$ cat config.mk
export PLATFORM = sky130hd
export DESIGN_NAME = keypad_scan_flat
export DESIGN_NICKNAME = d
export VERILOG_FILES = /design/src/rtl/keypad_pkg.sv /design/src/rtl/keypad_scan_if.sv /design/src/rtl/scan_tick_gen.sv /design/src/rtl/keypad_scan.sv /design/src/flat_wrapper.sv
export SDC_FILE = /design/constraint.sdc
export NUM_CORES = 1
export LEC_CHECK = 0
export CORE_MARGIN = 2
export CORE_UTILIZATION = 42
export DETAILED_ROUTE_END_ITERATION = 12
export GPL_ROUTABILITY_DRIVEN = 1
export MAX_ROUTING_LAYER = met4
export PLACE_DENSITY = 0.57
export SYNTH_ARGS = -nofsm -noshare
export SYNTH_HDL_FRONTEND = slang
export SYNTH_SLANG_ARGS = --single-unit
export TNS_END_PERCENT = 20
$ cat constraint.sdc
create_clock -name clk -period 9.35 [get_ports clk]
set_clock_uncertainty 0.2 [all_clocks]
set_input_delay 0.935 -clock clk [delete_from_list [all_inputs] [get_ports clk]]
set_output_delay 0.935 -clock clk [all_outputs]
set_load 0.005 [all_outputs]
$ cat src/rtl/keypad_pkg.sv
// Shared types and constants for the keypad scanner and its consumers.
// Holds FSM states, frame classes, special key codes and the matrix-to-code mapping.
package keypad_pkg;

    typedef enum logic [1:0] {
        ST_IDLE     = 2'd0,
        ST_DEBOUNCE = 2'd1,
        ST_PRESSED  = 2'd2,
        ST_RELEASE  = 2'd3
    } kp_state_t;

    typedef enum logic [1:0] {
        FR_EMPTY  = 2'd0,
        FR_SINGLE = 2'd1,
        FR_MULTI  = 2'd2
    } frame_class_t;

    localparam logic [3:0] KEY_ZERO = 4'd0;
    localparam logic [3:0] KEY_STAR = 4'd10;
    localparam logic [3:0] KEY_HASH = 4'd11;

    // Top three rows map to cells 1..9; the bottom row carries '*', '0', '#'.
    function automatic logic [3:0] key_code(input logic [1:0] row, input logic [1:0] col);
        logic [3:0] code;
        if (row != 2'd3) begin
            code = 4'(row) * 4'd3 + 4'(col) + 4'd1;
        end else begin
            unique case (col)
                2'd0:    code = KEY_STAR;
                2'd1:    code = KEY_ZERO;
                default: code = KEY_HASH;
            endcase
        end
        return code;
    endfunction

endpackage

$ cat src/rtl/keypad_scan_if.sv
// Keypad matrix drive/sense plus the debounced key event bus.
// master = scanner, slave = keypad matrix and game-state consumer.
interface keypad_scan_if;
    logic [2:0] key_col;
    logic [3:0] key_row;
    logic [3:0] key_data;
    logic       key_valid;
    logic       key_held;

    modport master (output key_col, output key_data, output key_valid, output key_held,
                    input key_row);
    modport slave  (input key_col, input key_data, input key_valid, input key_held,
                    output key_row);
endinterface

$ cat src/rtl/scan_tick_gen.sv
// Free-running divider: one-cycle tick every SCAN_DIV clocks, in the last cycle of the period.
// Latency: tick registered-count based, no backpressure; wraps at SCAN_DIV-1.
module scan_tick_gen #(
    parameter int SCAN_DIV = 25000
) (
    input  logic clk,
    input  logic rst,
    output logic tick
);
    localparam int CW = (SCAN_DIV > 1) ? $clog2(SCAN_DIV) : 1;
    localparam logic [CW-1:0] LAST = CW'(SCAN_DIV - 1);

    logic [CW-1:0] cnt;

    always_ff @(posedge clk) begin
        if (rst) begin
            cnt <= '0;
        end else if (cnt == LAST) begin
            cnt <= '0;
        end else begin
            cnt <= cnt + 1'b1;
        end
    end

    assign tick = (cnt == LAST);

endmodule

$ cat src/rtl/keypad_scan.sv
// 4x3 keypad scanner: column drive, per-frame sampling, press/release debounce FSM.
// key_valid strobes one cycle after the frame-evaluation cycle; no backpressure, no auto-repeat.
module keypad_scan
    import keypad_pkg::*;
#(
    parameter int SCAN_DIV   = 25000,
    parameter int DEB_FRAMES = 4
) (
    input  logic          clk,
    input  logic          rst,
    keypad_scan_if.master kp
);
    localparam int CNTW = $clog2(DEB_FRAMES + 1);
    localparam logic [CNTW-1:0] DEB_N = CNTW'(DEB_FRAMES);

    logic             tick;
    logic [1:0]       col_idx;
    logic [2:0]       col_oh;
    logic [2:0][3:0]  samples;
    logic             frame_rdy;

    kp_state_t        state;
    logic [3:0]       cand;
    logic [CNTW-1:0]  count;
    logic [CNTW-1:0]  cnt_next;
    logic [3:0]       key_data_q;
    logic             key_valid_q;
    logic             key_held_q;

    frame_class_t     fclass;
    logic [3:0]       fcode;
    logic [3:0]       nset;

    scan_tick_gen #(.SCAN_DIV(SCAN_DIV)) u_tick (
        .clk  (clk),
        .rst  (rst),
        .tick (tick)
    );

    // Rows are captured only at the end of each column period, once lines have settled.
    always_ff @(posedge clk) begin
        if (rst) begin
            col_idx   <= 2'd0;
            col_oh    <= 3'b001;
            samples   <= '0;
            frame_rdy <= 1'b0;
        end else begin
            frame_rdy <= tick && (col_idx == 2'd2);
            if (tick) begin
                samples[col_idx] <= kp.key_row;
                col_idx          <= (col_idx == 2'd2) ? 2'd0 : col_idx + 2'd1;
                col_oh           <= {col_oh[1:0], col_oh[2]};
            end
        end
    end

    always_comb begin
        nset  = 4'd0;
        fcode = 4'd0;
        for (int c = 0; c < 3; c++) begin
            for (int r = 0; r < 4; r++) begin
                if (samples[c][r]) begin
                    nset  = nset + 4'd1;
                    fcode = key_code(2'(r), 2'(c));
                end
            end
        end
        if (nset == 4'd0)      fclass = FR_EMPTY;
        else if (nset == 4'd1) fclass = FR_SINGLE;
        else                   fclass = FR_MULTI;
    end

    assign cnt_next = (count == DEB_N) ? count : count + 1'b1;

    always_ff @(posedge clk) begin
        if (rst) begin
            state       <= ST_IDLE;
            cand        <= 4'd0;
            count       <= '0;
            key_data_q  <= 4'd0;
            key_valid_q <= 1'b0;
            key_held_q  <= 1'b0;
        end else begin
            key_valid_q <= 1'b0;
            if (frame_rdy) begin
                unique case (state)
                    ST_IDLE: begin
                        if (fclass == FR_SINGLE) begin
                            cand  <= fcode;
                            count <= CNTW'(1);
                            if (DEB_N == CNTW'(1)) begin
                                key_data_q  <= fcode;
                                key_valid_q <= 1'b1;
                                key_held_q  <= 1'b1;
                                state       <= ST_PRESSED;
                            end else begin
                                state <= ST_DEBOUNCE;
                            end
                        end
                    end
                    ST_DEBOUNCE: begin
                        if (fclass == FR_SINGLE && fcode == cand) begin
                            count <= cnt_next;
                            if (cnt_next == DEB_N) begin
                                key_data_q  <= cand;
                                key_valid_q <= 1'b1;
                                key_held_q  <= 1'b1;
                                state       <= ST_PRESSED;
                            end
                        end else if (fclass == FR_SINGLE) begin
                            cand  <= fcode;
                            count <= CNTW'(1);
                        end else begin
                            count <= '0;
                            state <= ST_IDLE;
                        end
                    end
                    ST_PRESSED: begin
                        if (fclass == FR_EMPTY) begin
                            count <= CNTW'(1);
                            if (DEB_N == CNTW'(1)) begin
                                key_held_q <= 1'b0;
                                state      <= ST_IDLE;
                            end else begin
                                state <= ST_RELEASE;
                            end
                        end
                    end
                    ST_RELEASE: begin
                        if (fclass != FR_EMPTY) begin
                            state <= ST_PRESSED;
                        end else if (cnt_next == DEB_N) begin
                            count      <= '0;
                            key_held_q <= 1'b0;
                            state      <= ST_IDLE;
                        end else begin
                            count <= cnt_next;
                        end
                    end
                    default: state <= ST_IDLE;
                endcase
            end
        end
    end

    assign kp.key_col   = col_oh;
    assign kp.key_data  = key_data_q;
    assign kp.key_valid = key_valid_q;
    assign kp.key_held  = key_held_q;

endmodule

$ cat src/flat_wrapper.sv
// flat-port wrapper written by rule: the top's interface ports become plain ports
module keypad_scan_flat import keypad_pkg::*;
#(
    parameter int SCAN_DIV   = 25000,
    parameter int DEB_FRAMES = 4
)
  (clk, rst, kp_key_col, kp_key_data, kp_key_valid, kp_key_held, kp_key_row);
  keypad_scan_if kp_i ();
  input  logic clk;
  input  logic rst;
  output wire logic [$bits(kp_i.key_col)-1:0] kp_key_col;
  output wire logic [$bits(kp_i.key_data)-1:0] kp_key_data;
  output wire logic [$bits(kp_i.key_valid)-1:0] kp_key_valid;
  output wire logic [$bits(kp_i.key_held)-1:0] kp_key_held;
  input wire logic [$bits(kp_i.key_row)-1:0] kp_key_row;
  assign kp_key_col = kp_i.key_col;
  assign kp_key_data = kp_i.key_data;
  assign kp_key_valid = kp_i.key_valid;
  assign kp_key_held = kp_i.key_held;
  assign kp_i.key_row = kp_key_row;
  keypad_scan #(.SCAN_DIV(SCAN_DIV), .DEB_FRAMES(DEB_FRAMES)) u_core (.clk(clk), .rst(rst), .kp(kp_i));
endmodule
## Word level (Yosys, flattened, before mapping)

Index checks and enable logic that the tools add are counted.

| cells by class | value |
|---|---|
| div/mod/pow operators | 0 |
| eq/ne operators | 20 |
| shift operators | 0 |
| magnitude comparators | 2 |
| reduce and logical (&&, ||, !) cells | 16 |
| muxes and demuxes | 54 |
| add/sub/neg operators | 14 |
| bitwise gates (word level) | 3 |
| multiply operators | 0 |

Operators by type and width:

| kind | count |
|---|---|
| two-way mux 4 bit | 23 |
| adder 4 x 1 -> 4 bit, second input constant | 10 |
| two-way mux 3 bit | 8 |
| two-way mux 2 bit | 10 |
| adder 15 x 1 -> 15 bit, second input constant | 1 |
| == test 15 bit, second input constant | 1 |
| bitwise mux 12 bit | 1 |
| one-hot mux 3 bit (4 select lines) | 1 |
| AND reduction 6 bit | 2 |
| != test 2 x 1 -> 1 bit, second input constant | 5 |
| demux 4 bit (select 2 bit) | 1 |
| one-hot mux 2 bit (4 select lines) | 1 |
| one-hot mux 4 bit (2 select lines) | 1 |
| AND reduction 4 bit | 2 |
| two-way mux 1 bit | 7 |
| == test 2 bit, second input constant | 3 |
| == test 3 bit, second input constant | 2 |
| nonzero test 2 bit | 3 |
| == test 2 x 1 -> 1 bit, second input constant | 2 |
| == test 4 x 1 -> 1 bit, second input constant | 1 |
| == test 4 bit | 1 |
| zero test 2 bit | 2 |
| zero test 4 bit | 1 |
| != test 2 bit, second input constant | 2 |
| other kinds (14) | 18 |

| storage, ports and cells | value |
|---|---|
| register bits after elaboration | 48 |
| memories kept | 0 |
| bits of input ports | 6 |
| latch bits | 0 |
| output and inout port bits | 9 |
| bits in writable memories | 0 |
| memory bits (read-only) | 0 |

## Longest topological paths before layout

| depth | value |
|---|---|
| depth in word-level cells | 30 |
| depth in mapped cells | 36 |

## Modules after synthesis

From an unflattened synthesis, not the netlist that was laid out.

| unflattened totals | value |
|---|---|
| cells, all modules | 390 |
| area, all modules | 3295.7 µm² |

By module, submodules not included:

| module | cells an instance | area each (µm²) | times used | seq. area each (µm²) |
|---|---|---|---|---|
| keypad_scan | 314 | 2620.0 | 1 | 660.6 |
| scan_tick_gen | 76 | 675.6 | 1 | 300.3 |

## Worst setup path before layout

Ideal clock, no wire load.

| timing | value |
|---|---|
| path type | flip-flop to flip-flop |
| start point | register u_core.samples[0] (netlist bit) |
| end point | register u_core.count[0] |
| period minus slack after synthesis | 7.067 ns |
| arrival | 6.782 ns |
| buffers on the path | 0 |
| cell stages (with the launch flop) | 35 |
| setup slack | 2.283 ns |
| data required time | 9.064 ns |
| cells stage by stage | dfxtp_1 > inv_1 > ha_1 > xor2_1 > ha_1 > nand2b_1 > o21ai_0 > inv_1 > ha_1 > nand2_1 > o21ai_0 > ha_1 > a22o_1 > ha_1 > nand2b_1 > o21ai_0 > inv_1 > ha_1 > nand2_1 > o21ai_0 > ha_1 > mux2_2 > ha_1 > a21oi_1 > o21ai_0 > ha_1 > mux2i_1 > inv_1 > ha_1 > xnor3_1 > a32oi_1 > nor2_1 > mux2_4 > a311o_1 > a211oi_1 |

| on the way | value |
|---|---|
| longest elaborated chain between the ends | 30 |

RTL lines:

| element | line | source |
|---|---|---|
| from (decl) | keypad_scan.sv:19 | `logic [2:0][3:0] samples;` |
| from (signal, indexed assignment) | keypad_scan.sv:50 | `samples[col_idx] <= kp.key_row;` |
| two-way mux 1 bit (*) | keypad_scan.sv:62 | `if (samples[c][r]) begin` |
| adder 1 x 1 -> 2 bit | keypad_scan.sv:63 | `nset = nset + 4'd1;` |
| two-way mux 4 bit | keypad_scan.sv:62 |  |
| adder 4 x 1 -> 4 bit | keypad_scan.sv:63 |  |
| two-way mux 4 bit | keypad_scan.sv:62 |  |
| adder 4 x 1 -> 4 bit | keypad_scan.sv:63 |  |
| two-way mux 4 bit | keypad_scan.sv:62 |  |
| adder 4 x 1 -> 4 bit | keypad_scan.sv:63 |  |
| [... 14 more ...] | -- |  |
| two-way mux 4 bit | keypad_scan.sv:62 |  |
| == test 4 x 1 -> 1 bit | keypad_scan.sv:69 | `else if (nset == 4'd1) fclass = FR_SINGLE;` |
| two-way mux 2 bit | keypad_scan.sv:69 |  |
| two-way mux 2 bit | keypad_scan.sv:68 | `if (nset == 4'd0) fclass = FR_EMPTY;` |
| == test 2 x 1 -> 1 bit | keypad_scan.sv:88, keypad_scan.sv:102, keypad_scan.sv:110 |  |
| two-way mux 1 bit or logical AND 1 bit (tied branches) | keypad_scan.sv:110, keypad_scan.sv:102 |  |
| two-way mux 3 bit | keypad_scan.sv:102 | `if (fclass == FR_SINGLE && fcode == cand) begin` |
| one-hot mux 3 bit (4 select lines) | keypad_scan.sv:86 | `unique case (state)` |
| to (signal assigned) | keypad_scan.sv:103 | `count <= cnt_next;` |
| to (signal assigned) | keypad_scan.sv:137 | `count <= cnt_next;` |
| to (decl) | keypad_scan.sv:24 | `logic [CNTW-1:0] count;` |

Mark *: on every way between the ends. The rest lies on a longest branch, timed or not.
A chain may end at the register's enable or synchronous reset.

## Worst setup path after layout

| timing | value |
|---|---|
| start point | register u_core.samples[1] (netlist bit) |
| end point | register u_core.count[0] |

| on the way | value |
|---|---|
| longest elaborated chain between the ends | 28 |

RTL lines:

| element | line |
|---|---|
| two-way mux 4 bit | keypad_scan.sv:62 |
| adder 4 x 1 -> 4 bit | keypad_scan.sv:63 |
| two-way mux 4 bit | keypad_scan.sv:62 |
| adder 4 x 1 -> 4 bit | keypad_scan.sv:63 |
| two-way mux 4 bit | keypad_scan.sv:62 |
| adder 4 x 1 -> 4 bit | keypad_scan.sv:63 |
| two-way mux 4 bit | keypad_scan.sv:62 |
| adder 4 x 1 -> 4 bit | keypad_scan.sv:63 |
| [... 12 more ...] | -- |
| two-way mux 4 bit | keypad_scan.sv:62 |
| == test 4 x 1 -> 1 bit | keypad_scan.sv:69 |
| two-way mux 2 bit | keypad_scan.sv:69 |
| two-way mux 2 bit | keypad_scan.sv:68 |
| == test 2 x 1 -> 1 bit | keypad_scan.sv:88, keypad_scan.sv:102, keypad_scan.sv:110 |
| two-way mux 1 bit or logical AND 1 bit (tied branches) | keypad_scan.sv:110, keypad_scan.sv:102 |
| two-way mux 3 bit | keypad_scan.sv:102 |
| one-hot mux 3 bit (4 select lines) | keypad_scan.sv:86 |

Parallel ways exist; a longest one is shown, timed or not.

==> results.cfg <==
[timing]
setup_viol = 0
min_period_ns = 7.91
rsz0062_at_grt = false
fin_tns_setup_ns = 0
slew_headroom_pct = 38.5
finalHoldViolCount = 0
slew_violations = 0
fmax_ghz = 0.126
tightestPinTransition_ns = 0.921
finalCritPeriodShare_pct = 84.6

[worst_setup_path]
worstSetupStartpointType = flip-flop
critical_path_class = reg2reg
cpMostUsedCell = ha_1
ff2ff_path_depth = 34
path_max_fanout = 11
crit_required_ns = 9.36
endpoint_kind = flip-flop
crit_arrival_ns = 7.92
slowest_delay_ns = 0.70
crit_slowest_cell = mux2i_1
reg2reg_from = u_core.samples[1]$_SDFFE_PP0P_
r2r_setup_slack_ns = 1.44
reg2reg_to = u_core.count[0]$_SDFFE_PP0P_

[pwr]
p_per_area_nw_per_um2 = 108
p_leak_nw = 1.38
max-vdd-ir-drop_v = 0.0000547

[synth]
synthArstFlopShare_pct = 0
synth_edf_count = 0
ys_ff_latch = 48
synth_cells = 400
synth.distinct_cells = 59
ys_warn_count = 0
synthFlopType = dfxtp_1
yosysSeqAreaShare_pct = 28.9
netlist_top_cells_area = dfxtp_1, nor2_1, ha_1, mux2i_1, xnor2_1
yosysTopAreaCell = dfxtp_1
syn_area_um2 = 3320
syn_nets = 421
yosysTopAreaCellShare_pct = 28.9
synth_area_per_cell_um2 = 8.31

[clock_tree]
root_buffer = clkbuf_8
clock_latency_ns = 0.31
cts_buffer_depth = 2
post_cts_buffers = 0
clkSinkCount = 48
postCtsHoldBufs = 0
cts_buffers = 5
htree_num_levels = 2
cts-resized-gates = 0
cts_tree = done
clk_pin_slew_ns = 0.10

[placed_design]
hpwl_um = 4990
placed_area_um2 = 3530
io_buffers = 14
place.gp.congestion = 0.833

[floorplan]
chipHeight_um = 93.0
initial_core_util_pct = 43.2
coreArea_um2 = 7690
dieArea_um2 = 8640
fp.dieW_um = 93.0
io_pins = 15
rows = 32

[global_route]
grt_util_met1_pct = 22.7
busiest_layer = met2
grt_max_degree = 37
grt_overflow = 0
grt_use_met3_pct = 1.95
grtUsageMet2_pct = 28.4
antenna_found_initial = 0
grt_pass1_vias = 2588
grt_pass1_wl_um = 11900
track_usage_pct = 17.2

[drt]
drt_iter0_drc = 101
vias = 2717
postRouteAntennaNets = 0
drt_wl_total_um = 6890
drc = 0
wire_per_inst_um = 13.6
drt_first_pass_iters = 4
routed_via_density = 5.35

[layout]
diodes = 0
finalNetCount = 426
drive_gt1_share_pct = 5.67
syn_to_final_growth_pct = 10.3
design_area_um2 = 3670
nFillCells = 781
postLayoutCoreUtil_pct = 47.7

[min_path]
min_path_type = reg2reg
min_to = u_core.kp.key_held$_SDFFE_PP0P_
holdPathStages = 2
hold_start = u_core.kp.key_held$_SDFFE_PP0P_

[job]
cap_violations = 0

[status]
status = complete, no violations
-- per-stage QoR --
stage | power (mW) | hold slack, ns | setup slack (ns) | std cells
finish | 0.397 | 0.271 | 1.44 | 508
global placement | 0.221 | 0.245 | 1.71 | 500
floorplan | 0.216 | 0.230 | 2.28 | 400
CTS | 0.403 | 0.273 | 1.44 | 508
global route | 0.414 | 0.290 | 0.656 | 508
detailed placement | 0.221 | 0.255 | 1.50 | 500
-- cells by family (layout without fill, tap and decap cells) --
| logic type | Yosys count | in the layout | synth area share, % |
|---|---|---|---|
| AOI/OAI and AO/OA | 79 | 79 | 16.5 |
| buffers and inverters | 42 | 48 | 5.05 |
| xor gates and xnor gates | 45 | 45 | 16.0 |
| muxes | 19 | 19 | 5.91 |
| DFF | 48 | 48 | 28.9 |
| adders and majority gates | 15 | 15 | 5.65 |
| and+or+nand+nor | 152 | 152 | 22.0 |
-- cell usage after synthesis (all sizes together), types with 4 or more instances --
master / instances
nor2: 54
nand4: 6
clkbuf: 15
xor2: 17
xnor3: 5
nor3b: 6
nor2b: 4
nand3: 21
o21ai: 15
inv: 24
xnor2: 22
dfxtp: 48
nand2b: 4
o31ai: 7
ha: 15
mux2i: 17
a31oi: 8
nor4: 8
nand2: 30
nor3: 8
a21oi: 18
-- registers in the layout (all words and copies together), names as in the netlist --
name and cells:
u_core.cand 4, u_core.col_idx 2, u_core.state 2, u_core.samples 12
u_core.frame_rdy 1, u_core.kp.key_valid 1, u_core.kp.key_data 4, u_core.kp.key_col 3
u_core.count 3, u_core.kp.key_held 1, u_core.u_tick.cnt 15
-- area by class of cell --
cell class              count  area, um^2  area share, %
multi-input cells         310        2190           59.9
flip-flops and latches     48         961           26.2
repair buffers             16         155           4.23
well taps                 102         128           3.48
inverters                  24        90.1           2.46
clock buffers               5        68.8           1.88
clock inverters             3        68.8           1.88
-- routing by layer --
metal | wire length (um) | part of all wire, %
met1 | 3460 | 50
met2 | 3240 | 47
met3 | 119 | 1.7
met4 | 74 | 1.1
met5 | 0 | 0
-- critical path: cells and delay by family, from the launching register on --
family | cells | cell delay, ns
AOI/OAI and AO/OA | 9 | 1.46
DFF | 1 | 0.40
adders and majority gates | 10 | 3.01
xor gates and xnor gates | 2 | 0.56
and+or+nand+nor | 6 | 0.69
muxes | 3 | 1.17
buffers and inverters | 4 | 0.30
-- worst max path at each step --
stage	start	end	slack, ns	cells after the start
floorplan	u_core.samples[0]$_SDFFE_PP0P_	u_core.count[0]$_SDFFE_PP0P_	2.28	34
global placement	u_core.samples[1]$_SDFFE_PP0P_	u_core.kp.key_data[2]$_SDFFE_PP0P_	1.71	34
detailed placement	u_core.samples[1]$_SDFFE_PP0P_	u_core.count[0]$_SDFFE_PP0P_	1.50	34
CTS	u_core.samples[1]$_SDFFE_PP0P_	u_core.count[0]$_SDFFE_PP0P_	1.44	34
global route	u_core.samples[1]$_SDFFE_PP0P_	u_core.count[0]$_SDFFE_PP0P_	0.66	34
finish	u_core.samples[1]$_SDFFE_PP0P_	u_core.count[0]$_SDFFE_PP0P_	1.44	34
-- power breakdown --
group / internal [mW] / switching [mW]
Sequential: 0.205 / 0.00103
Combinational: 0.00370 / 0.00565
Clock: 0.108 / 0.0740
Total: 0.317 / 0.0807
-- cell usage in the layout, fill, tap and decap left out, types with 2 or more instances in the layout --
cell type / Yosys / final
buf_4: 0 / 2
mux2i_1: 17 / 17
nand4_1: 6 / 6
o31ai_1: 7 / 7
a311oi_1: 3 / 3
nand3_1: 21 / 21
nor2b_1: 4 / 4
o21bai_1: 2 / 2
nor3b_1: 5 / 5
o21ai_0: 14 / 14
nand2b_1: 4 / 4
xnor2_2: 4 / 4
a21oi_1: 18 / 18
clkdlybuf4s50_1: 0 / 14
o22ai_1: 3 / 3
xnor3_1: 3 / 3
and3_1: 3 / 3
nor3_1: 8 / 8
a311o_1: 2 / 2
o311a_1: 2 / 2
ha_1: 15 / 15
inv_1: 24 / 24
clkbuf_8: 0 / 5
nand2_1: 30 / 30
o2111ai_1: 3 / 3
or3_1: 2 / 2
xnor3_2: 2 / 2
nor4_1: 8 / 8
a31oi_1: 8 / 8
bufinv_16: 0 / 2
a211oi_1: 3 / 3
xnor2_1: 17 / 17
nor2_1: 54 / 54
xor2_1: 17 / 17
dfxtp_1: 48 / 48
Power figures use the tool's default switching activity.
